### config.mk
export PLATFORM = sky130hd
export DESIGN_NAME = hazard_sequencer
export DESIGN_NICKNAME = d
export VERILOG_FILES = /design/src/rtl/hazard_sequencer.sv
export SDC_FILE = /design/constraint.sdc
export NUM_CORES = 1
export LEC_CHECK = 0
export CAP_MARGIN = 20
export CORE_UTILIZATION = 60
export CTS_BUF_LIST = sky130_fd_sc_hd__clkbuf_2 sky130_fd_sc_hd__clkbuf_4 sky130_fd_sc_hd__clkbuf_8
export DETAILED_ROUTE_END_ITERATION = 10
export DONT_BUFFER_PORTS = 1
export GPL_TIMING_DRIVEN = 0
export PLACE_DENSITY = 0.76
export SYNTH_ARGS = -nofsm -noshare
export SYNTH_HDL_FRONTEND = slang
export SYNTH_SLANG_ARGS = --single-unit
### constraint.sdc
create_clock -name CLK -period 2.65 [get_ports CLK]
set_clock_uncertainty 0.15 [all_clocks]
set_input_delay 0.53 -clock CLK [delete_from_list [all_inputs] [get_ports CLK]]
set_output_delay 0.53 -clock CLK [all_outputs]
set_load 0.005 [all_outputs]
### src/rtl/hazard_sequencer.sv
// hazard_sequencer: stall/flush/freeze sequencing and EX operand forwarding
// for the 16-bit pipeline. Sits beside the decode controller and drives STALL.
//
// Output handshake: there is no valid/ready pair here. Every output is
// meaningful on every cycle. Consumers sample on the rising CLK edge. The
// upstream pipeline keeps its inputs stable for as long as HOLD=1.
module hazard_sequencer #(
  parameter int REG_ADDR_W   = 3,
  parameter int FLUSH_CYCLES = 2,
  parameter int CNT_W        = 16
) (
  input  logic                  CLK,
  input  logic                  RST_N,
  input  logic                  ID_VALID,
  input  logic [REG_ADDR_W-1:0] ID_RS,
  input  logic [REG_ADDR_W-1:0] ID_RT,
  input  logic                  ID_USE_RS,
  input  logic                  ID_USE_RT,
  input  logic [REG_ADDR_W-1:0] EX_RD,
  input  logic                  EX_REGWRITE,
  input  logic                  EX_MEM2REG,
  input  logic [REG_ADDR_W-1:0] MEM_RD,
  input  logic                  MEM_REGWRITE,
  input  logic                  BRANCH_TAKEN,
  input  logic                  MEM_BUSY,
  output logic                  STALL,
  output logic                  PC_EN,
  output logic                  IFID_EN,
  output logic                  FLUSH,
  output logic                  HOLD,
  output logic [1:0]            FWD_A,
  output logic [1:0]            FWD_B,
  output logic [CNT_W-1:0]      STALL_CNT,
  output logic                  dbg_state,
  output logic [3:0]            dbg_fcnt
);

  typedef enum logic {
    S_RUN   = 1'b0,
    S_FLUSH = 1'b1
  } state_t;

  // First value loaded into the flush counter when a branch is taken in RUN.
  localparam logic [3:0] FLUSH_INIT = 4'(FLUSH_CYCLES - 1);

  state_t     state, state_nxt;
  logic [3:0] fcnt, fcnt_nxt;
  logic       lu;

  // A load in EX produces a register that the ID instruction reads.
  assign lu = ID_VALID & EX_REGWRITE & EX_MEM2REG &
              ((ID_USE_RS & (ID_RS == EX_RD)) | (ID_USE_RT & (ID_RT == EX_RD)));

  assign dbg_state = state;
  assign dbg_fcnt  = fcnt;

  // State and flush-counter registers.
  always_ff @(posedge CLK) begin
    if (!RST_N) begin
      state <= S_RUN;
      fcnt  <= 4'd0;
    end else begin
      state <= state_nxt;
      fcnt  <= fcnt_nxt;
    end
  end

  // Next state and pipeline control. MEM_BUSY outranks a taken branch, which outranks load-use.
  always_comb begin
    state_nxt = state;
    fcnt_nxt  = fcnt;
    STALL     = 1'b0;
    PC_EN     = 1'b1;
    IFID_EN   = 1'b1;
    FLUSH     = 1'b0;
    HOLD      = 1'b0;
    if (!RST_N) begin
      STALL     = 1'b1;
      PC_EN     = 1'b0;
      IFID_EN   = 1'b0;
      FLUSH     = 1'b1;
      state_nxt = S_RUN;
      fcnt_nxt  = 4'd0;
    end else if (MEM_BUSY) begin
      // Freeze everything; events are re-evaluated once memory is ready.
      HOLD    = 1'b1;
      PC_EN   = 1'b0;
      IFID_EN = 1'b0;
    end else begin
      case (state)
        S_RUN: begin
          if (BRANCH_TAKEN) begin
            FLUSH = 1'b1;
            STALL = 1'b1;
            if (FLUSH_CYCLES > 1) begin
              state_nxt = S_FLUSH;
              fcnt_nxt  = FLUSH_INIT;
            end
          end else if (lu) begin
            // One bubble is enough: the load moves on to MEM next cycle.
            STALL   = 1'b1;
            PC_EN   = 1'b0;
            IFID_EN = 1'b0;
          end
        end
        S_FLUSH: begin
          // Wrong-path instructions are squashed, so branch/lu are ignored.
          FLUSH    = 1'b1;
          STALL    = 1'b1;
          fcnt_nxt = fcnt - 4'd1;
          if (fcnt <= 4'd1) begin
            state_nxt = S_RUN;
            fcnt_nxt  = 4'd0;
          end
        end
        default: begin
          state_nxt = S_RUN;
          fcnt_nxt  = 4'd0;
        end
      endcase
    end
  end

  // Operand forwarding: the EX/MEM result (non-load) wins over the MEM/WB result.
  always_comb begin
    FWD_A = 2'd0;
    FWD_B = 2'd0;
    if (RST_N) begin
      if (EX_REGWRITE && !EX_MEM2REG && (EX_RD == ID_RS))
        FWD_A = 2'd1;
      else if (MEM_REGWRITE && (MEM_RD == ID_RS))
        FWD_A = 2'd2;
      if (EX_REGWRITE && !EX_MEM2REG && (EX_RD == ID_RT))
        FWD_B = 2'd1;
      else if (MEM_REGWRITE && (MEM_RD == ID_RT))
        FWD_B = 2'd2;
    end
  end

  // Saturating count of cycles spent stalled or frozen.
  always_ff @(posedge CLK) begin
    if (!RST_N)
      STALL_CNT <= '0;
    else if ((STALL || HOLD) && (STALL_CNT != {CNT_W{1'b1}}))
      STALL_CNT <= STALL_CNT + CNT_W'(1);
  end

endmodule

==> metrics.md, run 1 <==
| Metric | Value |
|---|---|
| CTS Sinks | 21 |
| Layout cells sized above 1 | 0.0488 |
| Finished Cell Area | 1340 sq um |
| Pwr/cell area | 435 nW/um^2 |
| Final Hold Vio Count | 0 |
| Initial antenna violation count | 0 |
| # setup viols final | 0 |
| # hold bufs at CTS | 0 |
| Seq/Total Area, Yosys | 0.330 |
| Static leakage | 0.000437 uW |
| Core Footprint | 1980 sq um |
| Fin crit period | 2310 ps |
| Total CTS buffers | 3 |
| Post-layout net count | 190 |
| Area growth, synth to finish | 5.00% |
| Via/cell ratio | 6.55 |
| Synth warn | 0 |
| Critical path type | flip-flop to primary output |
| Vias in the first global route | 1072 |
| Maxcap violations | 0 |
| PortBufs | 0 |
| Fin crit share | 0.871 |
| Iteration-0 DRC Markers | 22 |
| P_sw | 157 uW |
| Clk slew on worst S/H paths | 120 ps |
| First-pass GRT wire length | 4250 um |
| Clock Latency Late Sink | 310 ps |
| Startpoint Class | flip-flop |
| Die X | 48.1 um |
| Crit path max fanout | 8 |
| DP Wirelength | 2230 um |
| Root buffer cell | clkbuf_4 |
| Post-CTS repair timing setup buffer count | 0 |
| Int Pwr | 425 uW |
| Mapped Cells | 160 |
| Share of the synthesized area in the top cell type | 0.330 |
| TritonCTS clock tree | yes |
| Avg Inst Size Synth | 7.97 sq um |
| Post-synth EDFFs | 0 |
| Antenna Nets Post-Route | 0 |
| Logic pwr share | 0.134 |
| CTS Buffer Depth | 2 |
| Asr flop ratio synth | 0 |
| IR drop worst, VDD | 361 uV |
| Yosys reg bits | 21 |
| Max Slew Vio Count | 0 |
| Worst endpoint required time | 1970 ps |
| Std-Cell Rows | 16 |
| CTS H-tree lvls | 1 |
| Pre-antenna DRT Iters | 4 |
| Wirelength per Cell | 15.8 um |
| Unrepaired setup endpoints after global routing | false |
| Ys flop type | dfxtp_1 |
| Full die area | 2310 sq um |
| CP arrival | 1630 ps |
| F_max | 433 MHz |
| Vias | 1251 |
| Seq pwr share | 0.577 |
| Grt ovf | 0 |
| Mapped Area | 1270 sq um |
| Worst r2r path cells | 8 |
| Largest cells by area after synthesis | dfxtp_1 (33%), xnor2_1 (6.9%), nor2_1 (5.6%) |
| Drt drc | 0 |
| Inserted Diodes | 0 |
| Syn_nets | 185 |
| Clock power frac | 0.289 |
| Initial Util | 0.643 |
| Slew at the pin closest to its max-slew limit | 583 ps |
| Max_slew headroom | 0.607 |
| Net Sw Frac | 0.269 |
| HP Class | primary input to flip-flop |
| Final Wtd Congestion | 0.831 |
| Post_cts resized | 0 |
| WL final | 3010 um |
| Post-route setup TNS | 0 ps |
| Die Y-Extent | 48.1 um |
| Top-count cell post-synth | dfxtp_1 |
| Largest net degree at the start of global routing | 12 |
| GR Util All Layers | 0.264 |
| Post-synth top cells | dfxtp_1 (21), nor2_1 (19), nand2_1 (13) |
| IO Count | 52 |
| Yosys cell types | 39 |
| Placed Area | 1310 sq um |
| Hold path depth | 2 |
| Crit end category | primary output |
| Status | finished clean |
| Cell taking the most area after synthesis | dfxtp_1 |
-- worst max-delay path: stages, from the launching register on --
cell and delay, ps:
dfxtp_1 410, o21ai_0 520, nand2_1 190, a21o_1 200
-- cell families (layout without fill, tap and decap cells) --
logic type / after synthesis / in the layout / synth area share
compound gates: 38 / 38 / 0.203
buf+inv: 11 / 15 / 0.0363
flops: 21 / 21 / 0.330
xor+xnor: 17 / 17 / 0.117
mux: 2 / 2 / 0.0157
simple gates: 68 / 68 / 0.269
fa+ha+maj: 3 / 3 / 0.0294
-- per-layer routing --
metal / routed length, um / vias up / share of wire / global-route usage
met3: 237 / 5 / 0.079 / 0.0667
met2: 1530 / 62 / 0.51 / 0.478
met4: 34 / 0 / 0.011 / 0.0944
li1: - / 590 / - / -
met1: 1210 / 594 / 0.40 / 0.297
met5: 0 / - / 0 / 0
-- layout make-up --
cell class	count	area [sq um]
multi-input combinational	128	808
fill	168	643
sequential	21	420
tap	27	33.8
clock buffer	4	30.0
buffer	5	23.8
inverter	6	22.5
-- layout by cell type, fill, tap and decap left out, drive strengths merged, types with 2 or more instances in the layout --
cell,count
xor2,7
o41ai,2
and3,2
nor3,3
a21oi,11
xnor2,10
or4,3
nand2,13
a211oi,2
o31ai,4
buf,2
dfxtp,21
nor2,19
nand4,4
nor2b,3
or3,4
o311ai,2
ha,3
nand3,9
mux2i,2
o211ai,4
o21ai,9
inv,5
nand2b,2
clkbuf,7
-- state kept, by name, indices dropped and copies added (netlist names) --
register	count
dbg_state	1
STALL_CNT	16
dbg_fcnt	4
-- path summary, 6_finish.rpt --
kind	startpoint	to	slack, ps
setup / recovery	dbg_state	STALL	340
hold / removal	RST_N	STALL_CNT[8]	220
setup reg to reg	STALL_CNT[0]	STALL_CNT[1]	530
hold reg to reg	STALL_CNT[10]	STALL_CNT[10]	380
-- power by group through the flow --
stage / clock network (uW) / registers [uW] / logic [uW]
finish: 168 / 336 / 77.8
global route: 183 / 338 / 86.7
CTS: 172 / 336 / 77.6
detailed placement: 0 / 343 / 76.9
global placement: 0 / 343 / 74.2
floorplan: 0 / 340 / 63.9
-- metrics by stage --
| stage | hold slack, ps | power [uW] | utilization | instances | worst slack, ps |
|---|---|---|---|---|---|
| 2_1_floorplan | 327 | 404 | - | 160 | 535 |
| 3_3_place_gp | 342 | 417 | 0.660 | 187 | 384 |
| 3_5_place_dp | 363 | 420 | 0.660 | 187 | 345 |
| 4_1_cts | 212 | 586 | 0.676 | 191 | 356 |
| 5_1_grt | 206 | 608 | 0.676 | 191 | 232 |
| 6_report | 217 | 582 | 0.676 | 191 | 341 |
(Power assumes the default switching activity.)
==> inputs of run 2 (changes only) <==
==> constraint.sdc (replaced) <==
create_clock -name CLK -period 2.65 [get_ports CLK]
set_clock_uncertainty 0.15 [all_clocks]
set_input_delay 0.3975 -clock CLK [delete_from_list [all_inputs] [get_ports CLK]]
set_output_delay 0.3975 -clock CLK [all_outputs]
set_load 0.005 [all_outputs]
==> results of run 2 <==
Same layout as run 1 (identical final DEF). Status: finished clean.
Among the figures that moved: setup slack after placement 345 ps -> 478 ps; setup slack after layout 341 ps -> 473 ps; hold slack 217 ps -> 85.0 ps
==> inputs of run 3 (changes only) <==
--- a/config.mk
+++ b/config.mk
@@ -6,7 +6,7 @@
 export NUM_CORES = 1
 export LEC_CHECK = 0
 export CAP_MARGIN = 20
-export CORE_UTILIZATION = 60
+export CORE_UTILIZATION = 58
 export CTS_BUF_LIST = sky130_fd_sc_hd__clkbuf_2 sky130_fd_sc_hd__clkbuf_4 sky130_fd_sc_hd__clkbuf_8
 export DETAILED_ROUTE_END_ITERATION = 10
 export DONT_BUFFER_PORTS = 1
==> constraint.sdc (replaced) <==
create_clock -name CLK -period 1.8 [get_ports CLK]
set_clock_uncertainty 0.15 [all_clocks]
set_input_delay 0.27 -clock CLK [delete_from_list [all_inputs] [get_ports CLK]]
set_output_delay 0.27 -clock CLK [all_outputs]
set_load 0.005 [all_outputs]
==> run 3 against run 2 <==
- the run now ends with negative setup slack left
- clock power grew 48%
- total power grew 52%
- combinational power grew 75%
- cell count grew 2.6%
- core utilization grew 9.0 points
- clock-buffer cell count shrank 1
- sequential power grew 49%
- register-to-register slack lost 560 ps
- cell area grew 16%
- worst hold slack lost 63 ps
- die area grew 3.3%
- routed wire length grew 7.5%
- largest power group unchanged
==> metrics.md, run 3 (synthesized netlist as in run 1, its figures left out) <==
| Metric | Value |
|---|---|
| Root buffer cell | clkbuf_4 |
| Die Y-Extent | 48.9 um |
| Die X | 48.9 um |
| Most frequent cells in the layout | nor2_1 (17), nand2_1 (11), a21oi_1 (10), dfxtp_2 (8), dfxtp_1 (8) |
| Register area | 449 sq um |
| Final Hold Vio Count | 0 |
| Final setup margin | -34.6 ps |
| Startpoint Class | flip-flop |
| CP arrival | 1920 ps |
| GR Util All Layers | 0.271 |
| Antenna Nets Post-Route | 0 |
| Seq pwr share | 0.564 |
| Final core occ | 0.765 |
| Clk slew on worst S/H paths | 140 ps |
| Static leakage | 0.000546 uW |
| Layout cells sized above 1 | 0.266 |
| Clock power frac | 0.281 |
| Via/cell ratio | 6.41 |
| Placed Area | 1310 sq um |
| WL final | 3240 um |
| Slew at the pin closest to its max-slew limit | 488 ps |
| Initial antenna violation count | 0 |
| Finished Cell Area | 1550 sq um |
| Maxcap violations | 0 |
| Clock Latency Late Sink | 330 ps |
| F_max | 545 MHz |
| IR drop worst, VDD | 536 uV |
| Hold path depth | 3 |
| Full die area | 2390 sq um |
| Net Sw Frac | 0.295 |
| Pwr/cell area | 571 nW/um^2 |
| Std-Cell Rows | 16 |
| Vias in the first global route | 1179 |
| Most common cell after layout, fill and taps aside | nor2_1 |
| Final Wtd Congestion | 0.845 |
| Max Slew Vio Count | 0 |
| Finished Layout Cells | 196 |
| # setup viols final | 3 |
| CTS Buffer Depth | 2 |
| Fin crit period | 1830 ps |
| Pre-antenna DRT Iters | 4 |
| Drt drc | 0 |
| Crit end category | flip-flop |
| Inserted Diodes | 0 |
| First-pass GRT wire length | 5090 um |
| Unrepaired setup endpoints after global routing | true |
| DP Wirelength | 2210 um |
| Core Footprint | 2020 sq um |
| Logic pwr share | 0.154 |
| Fin crit share | 1.02 |
| Int Pwr | 623 uW |
| Initial Util | 0.631 |
| Grt ovf | 0 |
| Largest net degree at the start of global routing | 14 |
| Pre-CTS setup slack | -255 ps |
| Cells after DPL | 187 |
| CTS H-tree lvls | 1 |
| Critical path type | flip-flop to flip-flop |
| Failing checks | negative setup slack |
| Area of the multi-input gates | 936 sq um |
| IO Count | 52 |
| Post-layout net count | 195 |
| HP Class | primary input to flip-flop |
| Top reg by flops | STALL_CNT |
| Status | finished with violations |
| P_sw | 261 uW |
| FILL cells | 152 |
| Max reg flops | 16 |
| Worst endpoint required time | 1890 ps |
| Iteration-0 DRC Markers | 38 |
| Max_slew headroom | 0.675 |
| PortBufs | 0 |
| Wirelength per Cell | 16.5 um |
| Total CTS buffers | 3 |
| Vias | 1256 |
| CTS Sinks | 21 |
| Crit path max fanout | 7 |
| Worst r2r path cells | 6 |
| Final Total Pwr | 884 uW |
| TritonCTS clock tree | yes |
| Area growth, synth to finish | 21.4% |
## run 3: changes by cell type in the layout (fill, tap and decap cells not counted), moves of 3 or more
cell and change:
xnor2_2 +3, dfxtp_1 -13, dfxtp_2 +8, dfxtp_4 +5, xnor2_1 -3, buf_4 +4
## run 3: area by class of cell
cell class / count / area share
plain buffers: 4 / 0.0170
clock buffers: 3 / 0.0146
clock inverters: 1 / 0.00485
inverters: 6 / 0.0146
multi-input cells: 128 / 0.605
flip-flops and latches: 21 / 0.290
well taps: 27 / 0.0218
repair buffers: 6 / 0.0323
## run 3: power by group through the flow
stage	clock network [uW]	registers, uW	logic (uW)
final	248	499	136
after floorplan	0	502	94.5
after global placement	0	506	110
after detailed placement	0	506	114
after global routing	267	500	150
after CTS	250	499	126
## run 3: timing repair
action	4_1_cts	5_1_grt
gates resized for setup	25	19
pin swaps	5	5
buffers inserted	1	3
hold buffers	2	0
setup endpoints to repair	15	15
endpoints found under the hold margin	2	0
## run 3: metrics by stage
stage | hold slack [ps] | setup TNS, ps
final | 21.9 | -64.0
after global routing | 51.1 | -678
after CTS | 22.0 | -24.2
after detailed placement | 290 | -2300
after global placement | 273 | -1510
after floorplan | 269 | 0
## run 3: worst paths after layout
| path | startpoint | slack, ps | to |
|---|---|---|---|
| worst max-delay path | STALL_CNT[9] | -30 | STALL_CNT[5] |
| worst min-delay path | BRANCH_TAKEN | 20 | dbg_fcnt[2] |
| worst max register to register | STALL_CNT[9] | -30 | STALL_CNT[5] |
| worst min register to register | STALL_CNT[10] | 360 | STALL_CNT[10] |
## run 3: metal layers
metal | GRT usage | part of all wire | up-vias | wire length [um]
met5 | 0 | 0 | - | 0
met4 | 0.0931 | 0.018 | 0 | 57
met3 | 0.0405 | 0.069 | 10 | 223
met2 | 0.493 | 0.53 | 62 | 1700
met1 | 0.320 | 0.39 | 582 | 1250
li1 | - | - | 602 | -
## run 3: worst max-delay path, stage by stage, from the launching register on
cell and delay (ps):
dfxtp_4 390, and4_4 200, and3_4 200, nand2_4 90
o21ai_4 100, or4_1 480, a21oi_1 140
